**config.mk**
```make
export PLATFORM = sky130hd
export DESIGN_NAME = empty_ptr_storage
export DESIGN_NICKNAME = d
export VERILOG_FILES = /design/src/rtl/hash_table_pkg.sv /design/src/rtl/empty_ptr_ram.sv /design/src/rtl/empty_ptr_storage.sv
export SDC_FILE = /design/constraint.sdc
export NUM_CORES = 2
export LEC_CHECK = 0
export ABC_AREA = 1
export ABC_CLOCK_PERIOD_IN_PS = 10620
export CORE_MARGIN = 2
export CORE_UTILIZATION = 35
export CTS_BUF_LIST = sky130_fd_sc_hd__clkbuf_4 sky130_fd_sc_hd__clkbuf_8 sky130_fd_sc_hd__clkbuf_16
export DETAILED_ROUTE_END_ITERATION = 12
export MAX_ROUTING_LAYER = met4
export PLACE_DENSITY = 0.47
export SLEW_MARGIN = 0
export SYNTH_ARGS = -nofsm -noshare
export SYNTH_HDL_FRONTEND = slang
export SYNTH_HIERARCHICAL = 1
export SYNTH_SLANG_ARGS = --single-unit
```
**constraint.sdc**
```tcl
create_clock -name clk_i -period 10.62 [get_ports clk_i]
set_clock_uncertainty 0.15 [all_clocks]
set_input_delay 3.186 -clock clk_i [delete_from_list [all_inputs] [get_ports clk_i]]
set_output_delay 3.186 -clock clk_i [all_outputs]
set_load 0.03 [all_outputs]
```
**src/rtl/hash_table_pkg.sv**
```systemverilog
// Shared hash-table parameters used by the data-table support blocks.
package hash_table;

  // Address width of the hash-table data table (depth = 2**TABLE_ADDR_WIDTH).
  localparam int TABLE_ADDR_WIDTH = 8;

endpackage

```
**src/rtl/empty_ptr_ram.sv**
```systemverilog
// Simple dual-port pointer RAM: one write port, one read port with a
// registered (1-cycle) read. The read register only updates when rd_en_i
// is high, so the output holds its last fetched value otherwise.
module empty_ptr_ram #(
  parameter int WIDTH = 8,
  parameter int DEPTH = 256,
  parameter int AW    = $clog2(DEPTH)
) (
  input  logic             clk_i,
  input  logic             rst_i,
  input  logic             wr_en_i,
  input  logic [AW-1:0]    wr_addr_i,
  input  logic [WIDTH-1:0] wr_data_i,
  input  logic             rd_en_i,
  input  logic [AW-1:0]    rd_addr_i,
  output logic [WIDTH-1:0] rd_data_o
);

  logic [WIDTH-1:0] mem [DEPTH];

  // Write port; contents are deliberately not reset.
  always_ff @(posedge clk_i) begin
    if (wr_en_i) begin
      mem[wr_addr_i] <= wr_data_i;
    end
  end

  // Registered read port; only the output register is cleared on reset.
  always_ff @(posedge clk_i or posedge rst_i) begin
    if (rst_i) begin
      rd_data_o <= '0;
    end else if (rd_en_i) begin
      rd_data_o <= mem[rd_addr_i];
    end
  end

endmodule

```
**src/rtl/empty_ptr_storage.sv**
```systemverilog
// Free-address pool for the hash-table data table.
//
// After reset the pool fills itself with every address 0..D-1, then offers
// them to the insert stage in FIFO order. The delete stage returns freed
// addresses through add_empty_ptr_i.
//
// Handshake: next_empty_ptr_o is a show-ahead value qualified by
// next_empty_ptr_val_o. A transfer happens in any cycle where both
// next_empty_ptr_val_o and next_empty_ptr_rd_ack_i are high; the pointer is
// then popped and val drops for exactly one cycle while the next entry is
// read from the RAM. An ack with val low is not a transfer and sets the
// sticky underflow_o. add_empty_ptr_en_i is an unconditional strobe (no
// back-pressure); adds that cannot be stored set the sticky overflow_o.
module empty_ptr_storage
  import hash_table::*;
#(
  parameter int A_WIDTH = TABLE_ADDR_WIDTH
) (
  input  logic               clk_i,
  input  logic               rst_i,
  input  logic [A_WIDTH-1:0] add_empty_ptr_i,
  input  logic               add_empty_ptr_en_i,
  output logic [A_WIDTH-1:0] next_empty_ptr_o,
  output logic               next_empty_ptr_val_o,
  input  logic               next_empty_ptr_rd_ack_i,
  output logic [A_WIDTH:0]   empty_cnt_o,
  output logic               init_done_o,
  output logic               overflow_o,
  output logic               underflow_o,
  output logic [1:0]         state_o
);

  localparam int D = 2 ** A_WIDTH;
  localparam logic [A_WIDTH:0]   FULL_CNT = (A_WIDTH + 1)'(D);
  localparam logic [A_WIDTH-1:0] LAST_IDX = A_WIDTH'(D - 1);

  typedef enum logic [1:0] {
    INIT_S     = 2'd0,
    PREFETCH_S = 2'd1,
    WORK_S     = 2'd2
  } state_t;

  state_t             state_q;
  logic [A_WIDTH-1:0] wr_ptr_q;
  logic [A_WIDTH-1:0] rd_ptr_q;
  logic [A_WIDTH-1:0] init_cnt_q;
  logic [A_WIDTH:0]   cnt_q;
  logic               val_q;
  logic               init_done_q;
  logic               overflow_q;
  logic               underflow_q;

  logic               in_work;
  logic               full;
  logic               ack_ok;
  logic               add_ok;
  logic               fetch;
  logic               ram_wr_en;
  logic [A_WIDTH-1:0] ram_wr_addr;
  logic [A_WIDTH-1:0] ram_wr_data;

  // Transfer qualification and RAM port steering.
  always_comb begin
    in_work     = (state_q == WORK_S);
    full        = (cnt_q == FULL_CNT);
    ack_ok      = next_empty_ptr_rd_ack_i && val_q;
    add_ok      = add_empty_ptr_en_i && in_work && !full;
    // Fetch the head entry whenever nothing is presented but entries exist.
    // With cnt_q >= 1 the head (rd_ptr) never equals the write slot (wr_ptr)
    // unless full, and adds are refused when full, so no read/write aliasing.
    fetch       = (state_q == PREFETCH_S) || (in_work && !val_q && (cnt_q != '0));
    ram_wr_en   = (state_q == INIT_S) || add_ok;
    ram_wr_addr = (state_q == INIT_S) ? init_cnt_q : wr_ptr_q;
    ram_wr_data = (state_q == INIT_S) ? init_cnt_q : add_empty_ptr_i;
  end

  empty_ptr_ram #(
    .WIDTH (A_WIDTH),
    .DEPTH (D),
    .AW    (A_WIDTH)
  ) u_ram (
    .clk_i     (clk_i),
    .rst_i     (rst_i),
    .wr_en_i   (ram_wr_en),
    .wr_addr_i (ram_wr_addr),
    .wr_data_i (ram_wr_data),
    .rd_en_i   (fetch),
    .rd_addr_i (rd_ptr_q),
    .rd_data_o (next_empty_ptr_o)
  );

  // Control FSM: initial fill, first prefetch, then pop/push bookkeeping.
  always_ff @(posedge clk_i or posedge rst_i) begin
    if (rst_i) begin
      state_q     <= INIT_S;
      wr_ptr_q    <= '0;
      rd_ptr_q    <= '0;
      init_cnt_q  <= '0;
      cnt_q       <= '0;
      val_q       <= 1'b0;
      init_done_q <= 1'b0;
    end else begin
      case (state_q)
        INIT_S: begin
          init_cnt_q <= init_cnt_q + 1'b1;
          if (init_cnt_q == LAST_IDX) begin
            cnt_q   <= FULL_CNT;
            state_q <= PREFETCH_S;
          end
        end
        PREFETCH_S: begin
          // The RAM read issued this cycle lands on the output at this edge.
          val_q       <= 1'b1;
          init_done_q <= 1'b1;
          state_q     <= WORK_S;
        end
        WORK_S: begin
          case ({add_ok, ack_ok})
            2'b10:   cnt_q <= cnt_q + 1'b1;
            2'b01:   cnt_q <= cnt_q - 1'b1;
            default: cnt_q <= cnt_q;
          endcase
          if (add_ok) begin
            wr_ptr_q <= wr_ptr_q + 1'b1;
          end
          if (ack_ok) begin
            rd_ptr_q <= rd_ptr_q + 1'b1;
            val_q    <= 1'b0;
          end else if (fetch) begin
            val_q <= 1'b1;
          end
        end
        default: begin
          state_q <= INIT_S;
        end
      endcase
    end
  end

  // Sticky error flags for refused adds and acks without a valid pointer.
  always_ff @(posedge clk_i or posedge rst_i) begin
    if (rst_i) begin
      overflow_q  <= 1'b0;
      underflow_q <= 1'b0;
    end else begin
      if (add_empty_ptr_en_i && !add_ok) begin
        overflow_q <= 1'b1;
      end
      if (next_empty_ptr_rd_ack_i && !val_q) begin
        underflow_q <= 1'b1;
      end
    end
  end

  assign next_empty_ptr_val_o = val_q;
  assign empty_cnt_o          = cnt_q;
  assign init_done_o          = init_done_q;
  assign overflow_o           = overflow_q;
  assign underflow_o          = underflow_q;
  assign state_o              = state_q;

endmodule

```
# Word-level counts from Yosys, hierarchy flattened
# Memory sizes are Yosys's and may differ from the RTL's. A register that Yosys moved wholly into a read port is not among the register bits.
# Index checks and enable logic that the tools add are counted.
# totals
ff_bits	39
latch_bits	0
mem_bits_rw	2048
rom_bits	0
output_inout_bits	23
word_cells	58
memories	1
# classes
addsub	5
n_mul	0
n_div	0
n_lt_le_gt_ge	0
n_eq_ne	9
shifts	0
mux	12
bitwise_logic	1
n_reduce_logical	21
# memory_table
memory	words	width	rd	rd_clocked_by_memory_dff	wr	line_no	text
u_ram.mem	256	8	1	1	1	empty_ptr_ram.sv:19	logic [WIDTH-1:0] mem [DEPTH];
# op_table
operator	count
9-bit case mux with 2 select lines	2
8-bit by 1-bit adder with 8-bit output, second input constant	3
8-bit two-way mux	2
9-bit by 1-bit adder with 9-bit output, second input constant	1
9-bit equality test, second input constant	1
9-bit two-way mux	1
9-bit nonzero test	1
9-bit by 1-bit subtractor with 9-bit output, second input constant	1
8-bit equality test, second input constant	1
2-bit AND reduction	4
1-bit logical AND	7
3-bit by 1-bit != test with 1-bit output, second input constant	2
2-bit case mux with 3 select lines	1
2-bit by 1-bit equality test with 1-bit output, second input constant	2
2-bit equality test, second input constant	2
1-bit two-way mux	4
2-bit nonzero test	2
1-bit zero test	3
3-bit AND reduction	1
2-bit zero test	1
1-bit logical OR	2
2-bit two-way mux	1
2-bit by 1-bit != test with 1-bit output, second input constant	1
1-bit case mux with 2 select lines	1
1-bit NOT	1

# Longest topological paths before layout
# logic_depth
word_depth	7
depth_mapped	19

# By module
# Netlist, hierarchy kept.
# modules_own_cells
module	instances	cells_per_inst	area_per_inst_um2	seq_area_each_um2
empty_ptr_ram	1	7006	83431.3	61699.2
empty_ptr_storage	1	291	2301.0	975.9

# Worst setup path after synthesis
# OpenSTA, ideal clock, no wires.
# synth_path
kind	input-to-reg
from	input port add_empty_ptr_i[7]
to	memory u_ram.mem[0][7] (data pin)
setup_ns	0.824
arrival_time_ns	6.277
required_time_ns	9.646
slack_ns	3.369
stages	2
path_buffers	0
cell_sequence	nand2_1 nand2_1
# synth_between
elab_chain_cells	1
# synth_rtl
item	line_no	text
start: declaration	empty_ptr_storage.sv:21	input logic [A_WIDTH-1:0] add_empty_ptr_i,
8-bit two-way mux	empty_ptr_storage.sv:74	ram_wr_data = (state_q == INIT_S) ? init_cnt_q : add_empty_ptr_i;
via ram_wr_data[7]	empty_ptr_storage.sv:60	logic [A_WIDTH-1:0] ram_wr_data;
end: declaration	empty_ptr_ram.sv:19	
# The timed path passes the listed nets, and every way through them passes these cells.

# Final worst setup path
# layout_path
from	input port add_empty_ptr_en_i
to	memory u_ram.mem[162][1] (enable)
# layout_between
elab_chain_cells	5
# layout_rtl
item	line_no	text
start: declaration	empty_ptr_storage.sv:22	input logic add_empty_ptr_en_i,
1-bit logical AND (2 in series)	empty_ptr_storage.sv:67	add_ok = add_empty_ptr_en_i && in_work && !full;
1-bit logical OR	empty_ptr_storage.sv:72	ram_wr_en = (state_q == INIT_S) || add_ok;
via ram_wr_en	empty_ptr_storage.sv:58	logic ram_wr_en;
1-bit two-way mux	empty_ptr_ram.sv:23	if (wr_en_i) begin
1-bit two-way mux (not written as such)	empty_ptr_ram.sv:24	mem[wr_addr_i] <= wr_data_i;
# The timed path passes the listed nets, and every way through them passes these cells.

==> flow_metrics.tcl <==
set metrics [dict create \
    outcome "complete, no violations" \
    place_congestion 0.863 \
    die_area_mm2 0.249 \
    drt-pass1-iter-count 8 \
    syn-num-nets 7318 \
    period_needed_ps 5790 \
    post-cts-setup-buffer-count 0 \
    syn_avg_cell_area_um2 11.7 \
    yosys.area.top_type_share_pct 71.7 \
    root_buffer "clkbuf_16" \
    cts_hold_buf 0 \
    p_total_mw 16.4 \
    finalNonFillerCells 10500 \
    worstPathRequired_ps 10950 \
    tightest_slew_ps 1130 \
    hpwl_mm 148 \
    synthArstFlopShare_pct 2.24 \
    synth_top_family_by_area "simple AND/OR/NAND/NOR gates" \
    grt_pass1_vias 54800 \
    numPortBuffers 34 \
    synth_edf_count 2048 \
    numCtsBuffers 216 \
    hp-class "flip-flop to flip-flop" \
    drt_wl_total_mm 258 \
    num_io_pins 35 \
    rsz0062_at_grt "false" \
    arrival_ps 6120 \
    ys_warn_count 6 \
    synth.most_common_cell "nand2_1" \
    crit_type "input port to flip-flop" \
    ant_nets 0 \
    leakage_nw 31.7 \
    multiInputGateArea_mm2 0.0204 \
    synth_flop_cell "edfxtp_1" \
    area.growth.synth_to_final_pct 11.5 \
    ys_top_cells_by_area "edfxtp_1, nand3_1, nand2_1" \
    grt_pass1_wl_mm 375 \
    ys_seq_elements 2095 \
    yosysSeqAreaShare_pct 73.1 \
    crit_fanout 20 \
    wl_per_cell_um 24.6 \
    post-place-cells 10100 \
    drv_slew 0 \
    setup_viol 0 \
    overflow 0 \
    relSlewSlack_pct 24.7 \
    clk-insertion-delay-late_ps 850 \
    hold_viol 0 \
    drive_above_1_share_pct 6.65 \
    timing.final.ws_setup_ps 4830 \
    cts_tree "built" \
    cts_resized 0 \
    timing.fmax_ghz 0.173 \
    fillers 23100 \
    viasPerCell 5.26 \
    post-place-ws_ps 3940 \
    die_x_um 499 \
    power_density_mw_per_mm2 172 \
    nets 7157 \
    max-clock-path-buffers 3 \
    start_util_pct 35.2 \
    crit_path_end_kind "flip-flop" \
    rows 181 \
    drt_first_iter_violations 5752 \
    ir_worst_vdd_uv 135 \
    muxShareOfSynthArea_pct 0.0263 \
    synth.distinct_cells 36 \
    clkSinkCount 2095 \
    drc 0 \
    antenna_found_initial 6 \
    grt_max_degree 269 \
    postLayoutCellArea_mm2 0.0956 \
    fin_setup_tns_ps 0 \
    maxCapViolCount 0 \
    postSynthCellCount 7297 \
    post_synth_fa_ha_maj_area_fraction_pct 0.131 \
    fin_crit_sh_pct 54.6 \
    placedInstanceArea_mm2 0.0885 \
    coreArea_mm2 0.243 \
    die_h_um 499 \
    synthesis.area_mm2 0.0857 \
    register_area_mm2 0.0627 \
    via_count 55300 \
    synthTopCellsByCount "nand2_1, nand3_1, edfxtp_1" \
    track_usage_pct 21.1 \
    synth_xor_area_share_pct 0.245 \
    synth-simple-area-share_pct 23.1 \
    cts.reportedPaths.clkPinSlew_ps 60 \
    startpoint_type "input port" \
    synth_compound_area_share_pct 0.175 \
    htree_levels 4 \
    synth_top_area_cell "edfxtp_1" \
]
## critical path, stage by stage
cell	delay [ps]
clkdlybuf4s50_1	480
nand2_1	70
inv_1	100
nand2_4	140
nand2_1	100
buf_4	320
nand3_1	810
nor2_1	870
## path summary, 6_finish.rpt
check,start,end,slack (ps),cells after the start
min reg2reg,overflow_o$_DFFE_PP0P_,overflow_o$_DFFE_PP0P_,320,1
min in group asynchronous,rst_i,u_ram/rd_data_o[1]$_DFFE_PP0P_,2900,2
max reg2reg,rd_ptr_q[1]$_DFFE_PP0P_,u_ram/rd_data_o[6]$_DFFE_PP0P_,5520,12
max,add_empty_ptr_en_i,u_ram/mem[162][1]$_DFFE_PP_,4830,8
max in group asynchronous,rst_i,rd_ptr_q[0]$_DFFE_PP0P_,6370,2
min,overflow_o$_DFFE_PP0P_,overflow_o$_DFFE_PP0P_,320,1
## layout make-up
class	instances	share of cell area [%]
diodes	2	0.00524
clock buffers	261	6.12
clock inverters	143	1.23
inverters	80	0.350
multi-input cells	4634	21.4
flip-flops and latches	2095	65.6
well taps	3202	4.19
repair buffers	109	1.13
## cells in the final DEF, fill, tap and decap left out, types with 3 or more instances in the layout
master and n:
dfrtp_4 4, nand4_1 3, nand2_4 10, xor2_1 20, nand2_1 2167, nor2_1 299, ha_1 9, buf_12 14
clkinv_2 58, o21ai_0 11, inv_2 7, clkbuf_16 222, clkinvlp_4 8, bufinv_16 17, a21oi_1 3, clkbuf_4 39
edfxtp_1 2048, inv_6 4, xnor2_1 4, nor3_1 4, inv_1 68, nand3_1 2064, clkdlybuf4s50_1 34, clkinv_1 49
dfrtp_1 42, o21ai_1 4, clkinv_4 4, buf_4 61, clkinv_8 3, nand2_2 19
## power breakdown
part	total (mW)	switching, mW	internal, mW
clock network	7.50	3.18	4.32
logic	0.00905	0.00547	0.00357
registers	8.93	0.0000000000000000154	8.93
total	16.4	3.18	13.3
## layer usage
metal	vias to the layer above	global-route usage [%]	part of all wire, %
li1	25500	-	-
met2	1719	34.1	48
met3	346	2.84	5.6
met1	27700	27.9	43
met4	0	5.75	2.5
met5	-	-	0
## registers in the layout (all words and copies together) (netlist names)
name                  flops
u_ram/mem              2048
init_cnt_q                8
empty_cnt_o               9
overflow_o                1
wr_ptr_q                  8
init_done_o               1
next_empty_ptr_val_o      1
u_ram/rd_data_o           8
underflow_o               1
rd_ptr_q                  8
state_o                   2
## kinds of logic (layout without fill, tap and decap cells)
logic type | count (synthesis) | in the layout
AOI/OAI and AO/OA | 26 | 26
adders and majority gates | 9 | 9
buffers and inverters | 568 | 593
muxes | 2 | 2
and+or+nand+nor | 4573 | 4573
other | 0 | 2
DFF | 2095 | 2095
xor gates and xnor gates | 24 | 24
## per-stage QoR
stage          hold WS, ps  util, %
2_1_floorplan          290        -
3_3_place_gp           295     36.4
3_5_place_dp           301     36.4
4_1_cts                318     39.2
5_1_grt                336     39.2
6_report               317     39.3
Note: power is estimated with default switching activity, not from simulation.
